===== config.mk =====
export PLATFORM = sky130hd
export DESIGN_NAME = hazard_scoreboard
export DESIGN_NICKNAME = d
export VERILOG_FILES = /design/src/rtl/hazard_pkg.sv /design/src/rtl/haz_src_match.sv /design/src/rtl/hazard_scoreboard.sv
export SDC_FILE = /design/constraint.sdc
export NUM_CORES = 1
export LEC_CHECK = 0
export ABC_AREA = 1
export CORE_MARGIN = 2
export CORE_UTILIZATION = 51
export CTS_CLUSTER_SIZE = 25
export DETAILED_ROUTE_END_ITERATION = 16
export PLACE_DENSITY = 0.85
export SLEW_MARGIN = 30
export SYNTH_ARGS = -nofsm -noshare
export SYNTH_HDL_FRONTEND = slang
export SYNTH_SLANG_ARGS = --single-unit

===== constraint.sdc =====
create_clock -name clk -period 2.15 [get_ports clk]
set_input_delay 0.43 -clock clk [delete_from_list [all_inputs] [get_ports clk]]
set_output_delay 0.43 -clock clk [all_outputs]
set_load 0.01 [all_outputs]

===== src/rtl/hazard_pkg.sv =====
// hazard_pkg: shared types and encodings for the hazard scoreboard.
package hazard_pkg;

    localparam int HAZ_RIDX_W = 5;
    localparam int HAZ_SLOT_W = 2;
    localparam int FWD_RF     = 0;
    localparam int RDY_ALU    = 0;
    localparam int RDY_LOAD   = 1;

    typedef struct packed {
        logic                  valid;
        logic [HAZ_RIDX_W-1:0] wreg;
        logic [HAZ_SLOT_W-1:0] rdy;
    } slot_t;

endpackage


===== src/rtl/haz_src_match.sv =====
// haz_src_match: forward select and hazard flag for one decode operand against the writer chain.
// HAZ_FWD_EN enables forwarding; without it any in-flight match stalls decode until retirement.
module haz_src_match
    import hazard_pkg::*;
#(
    parameter int DEPTH = 3,
    parameter int SEL_W = $clog2(DEPTH + 1)
) (
    input  slot_t [DEPTH-1:0]      slots,
    input  logic                   src_valid,
    input  logic [HAZ_RIDX_W-1:0]  src_reg,
    output logic [SEL_W-1:0]       fwd_sel,
    output logic                   haz
);

`ifdef HAZ_FWD_EN
    localparam bit FWD_EN = 1'b1;
`else
    localparam bit FWD_EN = 1'b0;
`endif

    logic [SEL_W-1:0] sel;
    logic             hit;
    logic             late;

    // Scan oldest to youngest so the youngest match is the one left standing.
    always_comb begin
        sel  = SEL_W'(FWD_RF);
        hit  = 1'b0;
        late = 1'b0;
        for (int k = DEPTH - 1; k >= 0; k--) begin
            if (src_valid && src_reg != '0 && slots[k].valid && slots[k].wreg == src_reg) begin
                sel  = SEL_W'(k + 1);
                hit  = 1'b1;
                late = HAZ_SLOT_W'(k) < slots[k].rdy;
            end
        end
        fwd_sel = FWD_EN ? sel : SEL_W'(FWD_RF);
        haz     = FWD_EN ? late : hit;
    end

endmodule


===== src/rtl/hazard_scoreboard.sv =====
// hazard_scoreboard: in-flight GPR writer chain with forwarding selects and stall/flush controls.
// Forwarding behaviour is selected by HAZ_FWD_EN inside haz_src_match.
module hazard_scoreboard
    import hazard_pkg::*;
#(
    parameter int NSRC    = 2,
    parameter int DEPTH   = 3,
    parameter int RIDX_W  = HAZ_RIDX_W,
    parameter int MP_SLOT = 1,
    parameter int SLOT_W  = $clog2(DEPTH),
    parameter int SEL_W   = $clog2(DEPTH + 1)
) (
    input  logic                   clk,
    input  logic                   resetn,
    input  logic                   issue_valid,
    input  logic                   issue_wen,
    input  logic [RIDX_W-1:0]      issue_wreg,
    input  logic [SLOT_W-1:0]      issue_rdy,
    input  logic [NSRC-1:0]        src_valid,
    input  logic [NSRC*RIDX_W-1:0] src_reg,
    input  logic                   cache_stall,
    input  logic                   ex_busy,
    input  logic                   flush_jump,
    input  logic                   flush_mispred,
    input  logic                   flush_exc,
    output logic [NSRC*SEL_W-1:0]  fwd_sel,
    output logic                   stallF,
    output logic                   stallD,
    output logic [DEPTH-1:0]       stall_slot,
    output logic                   flushD,
    output logic [DEPTH-1:0]       flush_slot,
    output logic                   long_stall
);

    slot_t [DEPTH-1:0] slot_q;
    slot_t [DEPTH-1:0] slot_d;
    slot_t [DEPTH-1:0] kept;
    slot_t             ins;
    logic              mp;
    logic [NSRC-1:0]   haz;
    logic              data_haz;

    for (genvar i = 0; i < NSRC; i++) begin : g_src
        haz_src_match #(.DEPTH(DEPTH), .SEL_W(SEL_W)) u_match (
            .slots     (slot_q),
            .src_valid (src_valid[i]),
            .src_reg   (src_reg[i*RIDX_W +: RIDX_W]),
            .fwd_sel   (fwd_sel[i*SEL_W +: SEL_W]),
            .haz       (haz[i])
        );
    end

    always_comb begin
        long_stall = cache_stall | ex_busy;
        data_haz   = |haz;
        stallF     = (~flush_exc & long_stall) | data_haz;
        stallD     = long_stall | data_haz;
        stall_slot = {DEPTH{cache_stall}};
        stall_slot[0] = long_stall;
        stall_slot[DEPTH-1] = ~flush_exc & cache_stall;
        flushD     = flush_exc | flush_mispred | (flush_jump & ~stallD);
        flush_slot = {DEPTH{flush_exc}};
        flush_slot[0] = flush_exc | (flush_mispred & ~long_stall) | data_haz;
    end

    // Mispredict kills are applied before movement, so frozen and shifted entries die alike.
    always_comb begin
        mp  = flush_mispred & ~flush_exc;
        ins = '{valid: issue_valid & issue_wen & (issue_wreg != '0) & ~mp,
                wreg: issue_wreg, rdy: issue_rdy};
        for (int k = 0; k < DEPTH; k++) begin
            kept[k] = slot_q[k];
            kept[k].valid = slot_q[k].valid & ~(mp & (k < MP_SLOT));
        end
        slot_d[0] = flush_exc ? '0 : long_stall ? kept[0] : data_haz ? '0 : ins;
        slot_d[1] = flush_exc ? '0 : cache_stall ? kept[1] : ex_busy ? '0 : kept[0];
        for (int k = 2; k < DEPTH; k++) begin
            slot_d[k] = flush_exc ? '0 : cache_stall ? kept[k] : kept[k-1];
        end
    end

    always_ff @(posedge clk or negedge resetn) begin
        if (!resetn) slot_q <= '0;
        else         slot_q <= slot_d;
    end

endmodule


After elaboration in Yosys (flattened, before gate mapping)

Cells that the tools add are included.

Logic and storage cells: 68
Output and inout port bits: 14
Flip-flop bits (word level): 22

Eq/ne operators: 8
Bitwise operators: 20
Multiplexer cells: 14
Reduce and logical (&&, ||, !) cells: 18

Operators by type and width:

| operator                                              | count |
|---|---|
| two-way mux 8 bit                                     | 8 |
| equality test 5 bit                                   | 6 |
| nonzero test 5 bit                                    | 3 |
| logical AND 1 bit                                     | 14 |
| bitwise AND 1 bit                                     | 9 |
| bitwise OR 1 bit                                      | 7 |
| two-way mux 1 bit                                     | 6 |
| NOT 1 bit                                             | 4 |
| inequality test 2 x 1 -> 1 bit, second input constant | 1 |
| inequality test 2 bit, second input constant          | 1 |
| OR reduction 2 bit                                    | 1 |

Longest topological paths before layout

Depth in word-level cells: 12
Depth in mapped cells: 10

Modules after synthesis

Synthesis repeated with hierarchy kept, for this count alone.

Cells, all modules: 279
Area, all modules: 1762.9 µm²

Modules (own cells, without submodules):

| module            | seq. area each (µm²) | instances | area each (µm²) | cells each |
|---|---|---|---|---|
| hazard_scoreboard | 600.6                | 1         | 1084.8          | 119 |
| haz_src_match     | 0.0                  | 2         | 339.1           | 80 |

Worst setup path after synthesis

Ideal clock, no wire load.

Kind: input to output
Start: input src_reg[2]
End: output flush_slot[0]
Stages on the path: 9
Slack: 588 ps
Required time: 1720 ps
Buffers on the path: 0
Arrival time: 1132 ps
Path through: inv_1 -> o21ai_0 -> nor2_1 -> nand3_1 -> nand3_2 -> nand2_4 -> nand2_8 -> inv_4 -> o21ai_2

Word-level cells in the longest chain between the ends: 9
Elaborated cells between the ends (all ways): 16
Classes of those cells: 3 x eq/ne; 3 x mux; 1 x bitwise; 9 x reduce/logical

Ends and longest elaborated chain:

| what                           | line                    | source |
|---|---|---|
| start, declared                | hazard_scoreboard.sv:20 | `input logic [NSRC*RIDX_W-1:0] src_reg,` |
| nonzero test 5 bit             | haz_src_match.sv:32     | `if (src_valid && src_reg != '0 && slots[k].valid && slots[k].wreg == src_reg) begin` |
| logical AND 1 bit (3 in a row) | haz_src_match.sv:32     |  |
| two-way mux 1 bit (2 in a row) | haz_src_match.sv:32     |  |
| two-way mux 1 bit *            | haz_src_match.sv:32     |  |
| OR reduction 2 bit *           | hazard_scoreboard.sv:55 | `data_haz = \|haz;` |
| bitwise OR 1 bit *             | hazard_scoreboard.sv:63 | `flush_slot[0] = flush_exc \| (flush_mispred & ~long_stall) \| data_haz;` |
| end, declared                  | hazard_scoreboard.sv:31 | `output logic [DEPTH-1:0] flush_slot,` |

Mark *: on every way between the ends. The rest lies on a longest branch, timed or not.

Worst setup path in the final report

Start: input ex_busy
End: output long_stall

Word-level cells in the longest chain between the ends: 1

Ends and longest elaborated chain:

| what             | line                    | source |
|---|---|---|
| start, declared  | hazard_scoreboard.sv:22 | `input logic ex_busy,` |
| bitwise OR 1 bit | hazard_scoreboard.sv:54 | `long_stall = cache_stall \| ex_busy;` |
| end, declared    | hazard_scoreboard.sv:32 | `output logic long_stall` |

Every way passes these cells.

==> run_results.csv <==
group,metric,value,unit
critical_path,r2r_start,"kept[14]",
logic_synthesis,synth_xor_area_frac,0.00616,
global_routing,grt_max_degree,19,
critical_path,worstSetupEndpointType,"output pin",
clock_tree,cts_tree,"yes",
clock_tree,cts-root-buf,"clkbuf_4",
timing,period_share,0.972,
finish,layout.nets,305,
die,num_io_pins,42,
routing,final_antenna_net_count,0,
logic_synthesis,synth-seq-cells,18,
placement,dp_slack,-0.561,ns
placement,gp_congestion,1.03,
global_routing,track_usage,0.263,
die,start_util,0.525,
finish,drive_above_1_share,0.275,
finish,antennaDiodeCount,0,
timing,clock_skew,0.000562,ns
routing,initialDrtViolationCount,124,
logic_synthesis,syn_avg_cell_area,6.41,µm²
logic_synthesis,synthMuxAreaShare,0,
timing,hold_violations,0,
finish,num-fill-cells,250,
global_routing,grt_pass1_vias,1457,
outcome,run_status,"complete, no violations",
critical_path,worstSetupStartpointType,"input pin",
clock_tree,clockBufferDepth,2,
clock_tree,cts.clk_slew.worst_paths,0.10,ns
global_routing,grt-busiest-layer,"met2",
routing,routed-via-count,1599,
timing,setup_viol,0,
global_routing,grt_first_pass_wirelength,6480,µm
global_routing,grt-ovfl-total,0,
die,dieArea,0.00323,mm²
timing,setup_tns,0,ns
logic_synthesis,synth_compound_area_frac,0.157,
critical_path,reg2reg_to,"kept[3]",
hold_path,hold_path.class,"in2async",
routing,wire_per_inst,13.1,µm
routing,first_pass_iters,4,
logic_synthesis,yosys.area_share.simple,0.384,
finish,multi_input_area,820,µm²
finish,area_growth,36.2,%
clock_tree,ctsHtreeMaxLevel,1,
timing,max_freq,0.479,GHz
timing,setup_slack,0.0606,ns
routing,viasPerCell,5.21,
global_routing,met2_usage,0.427,
critical_path,cp_max_fo,6,
finish,fin_area,0.00194,mm²
die,die_x,56.8,µm
job,max-cap-violations,0,
clock_tree,ctsHoldBuffers,0,
logic_synthesis,async_reset_ff_frac,1.00,
logic_synthesis,synth_flop_cell,"dfrtp_1",
routing,wl,4010,µm
placement,numPortBuffers,35,
logic_synthesis,syn_area,0.00142,mm²
clock_tree,insertion_delay,0.30,ns
timing,min_period,2.09,ns
timing,slew_violations,0,
clock_tree,cts_inserted_buffers,3,
critical_path,ff2ff_path_depth,8,
placement,place_area,0.00189,mm²
logic_synthesis,ys_types,24,
finish,post-route-util,0.715,
logic_synthesis,synth_edf_count,0,
finish,seq_area,450,µm²
logic_synthesis,synth_cells,222,
critical_path,crit_type,"in2out",
clock_tree,cts_num_sinks,18,
pwr,powerDensity,414,mW/mm²
die,dieHeight,56.8,µm
logic_synthesis,seq_area_frac_synth,0.317,
die,core,0.00271,mm²
global_routing,grt_antenna_before_repair,0,
pwr,ir_drop,434,µV
pwr,power.leakage,1.01,nW
die,rows,19,
logic_synthesis,synth_top_family_by_area,"simple AND/OR/NAND/NOR gates",
global_routing,grt_use_met1,0.341,
critical_path,r2r_setup_slack,0.74,ns
critical_path,critPathArrivalTime,1.66,ns
logic_synthesis,synthAdderAreaFrac,0,
logic_synthesis,yosys_warnings,0,
global_routing,use_met3,0.0392,
routing,route.detailed.drc,0,
critical_path,crit_required,1.72,ns
placement,place_hpwl,3290,µm
[kinds of logic (layout without fill, tap and decap cells)]
group	Yosys count	after routing
AOI/OAI and AO/OA	37	37
buffers and inverters	42	93
DFF	18	18
xor gates and xnor gates	1	1
and+or+nand+nor	123	123
other	1	4
[worst max path at each step]
stage / depth (start not counted) / endpoint / slack, ns / startpoint
after floorplan: 9 / flush_slot[0] / 0.59 / src_reg[2]
after detailed placement: 12 / flush_slot[0] / -0.56 / src_reg[1]
final: 4 / long_stall / 0.06 / ex_busy
after CTS: 12 / flush_slot[0] / 0.03 / src_reg[4]
after global routing: 11 / flushD / -0.002 / src_reg[9]
after global placement: 11 / flush_slot[0] / -0.57 / src_reg[3]
[power by group]
part           switching (mW)  internal, mW  total (mW)
logic                   0.124         0.105       0.228
clock network           0.111         0.103       0.215
registers              0.0106         0.349       0.360
total                   0.245         0.557       0.802
[what timing repair did]
action / 4_1_cts / 5_1_grt
gates resized for setup: 38 / 26
pin swaps: 6 / 14
setup buffers: 0 / 3
setup endpoints to repair: 7 / 4
hold endpoints to repair: 0 / 0
[critical path, cell delays in order]
cell	delay, ns
clkdlybuf4s50_1	0.51
nor2_4	0.07
inv_1	0.11
clkdlybuf4s50_1	0.54
[stage by stage]
step                      instances  total power, mW  hold slack, ns
final                           307            0.802           0.457
after global routing            307            0.846           0.469
after CTS                       304            0.795           0.466
after detailed placement        300            0.592           0.498
after global placement          300            0.591           0.472
after floorplan                 225            0.468           0.134
[cells in the final DEF (no fill, tap or decap), drive strengths merged]
cell type and n:
nor3 1, o21ai 25, xor2 1, a21oi 6, o22ai 5, clkbuf 6, dlygate4sd2 9, conb 4
dfrtp 18, nand4 5, nand2 78, nand3 10, buf 25, clkdlybuf4s50 19, nor2 29, a32o 1
inv 33, clkdlybuf4s15 1
[cells in the mapped netlist (2+ instances only)]
master	number	area, µm²
nor2_1	27	101
o21ai_2	7	61.3
inv_2	8	30.0
nand3_2	3	30.0
inv_1	24	90.1
nand2_4	2	22.5
nand4_1	5	31.3
nand2_1	74	278
o22ai_1	5	31.3
dfrtp_1	18	450
a21oi_1	6	30.0
nand3_1	7	35.0
buf_4	8	60.1
o21ai_0	18	90.1
[sequential cells by signal, indices dropped and copies added, names as in the netlist]
name / cells
kept: 17
slot_q: 1
[metal layers]
metal  vias to the layer above  wire [µm]
met3                         9        260
met4                         0         92
met5                         -          0
met2                        71       1890
met1                       719       1770
li1                        800          -
[final cells by class]
class                      count  area share
tap                           31      0.0200
sequential                    18       0.232
multi-input combinational    165       0.423
clock buffer                   4      0.0187
timing repair buffer          56       0.241
inverter                      33      0.0652
Note: power is estimated with default switching activity, not from simulation.
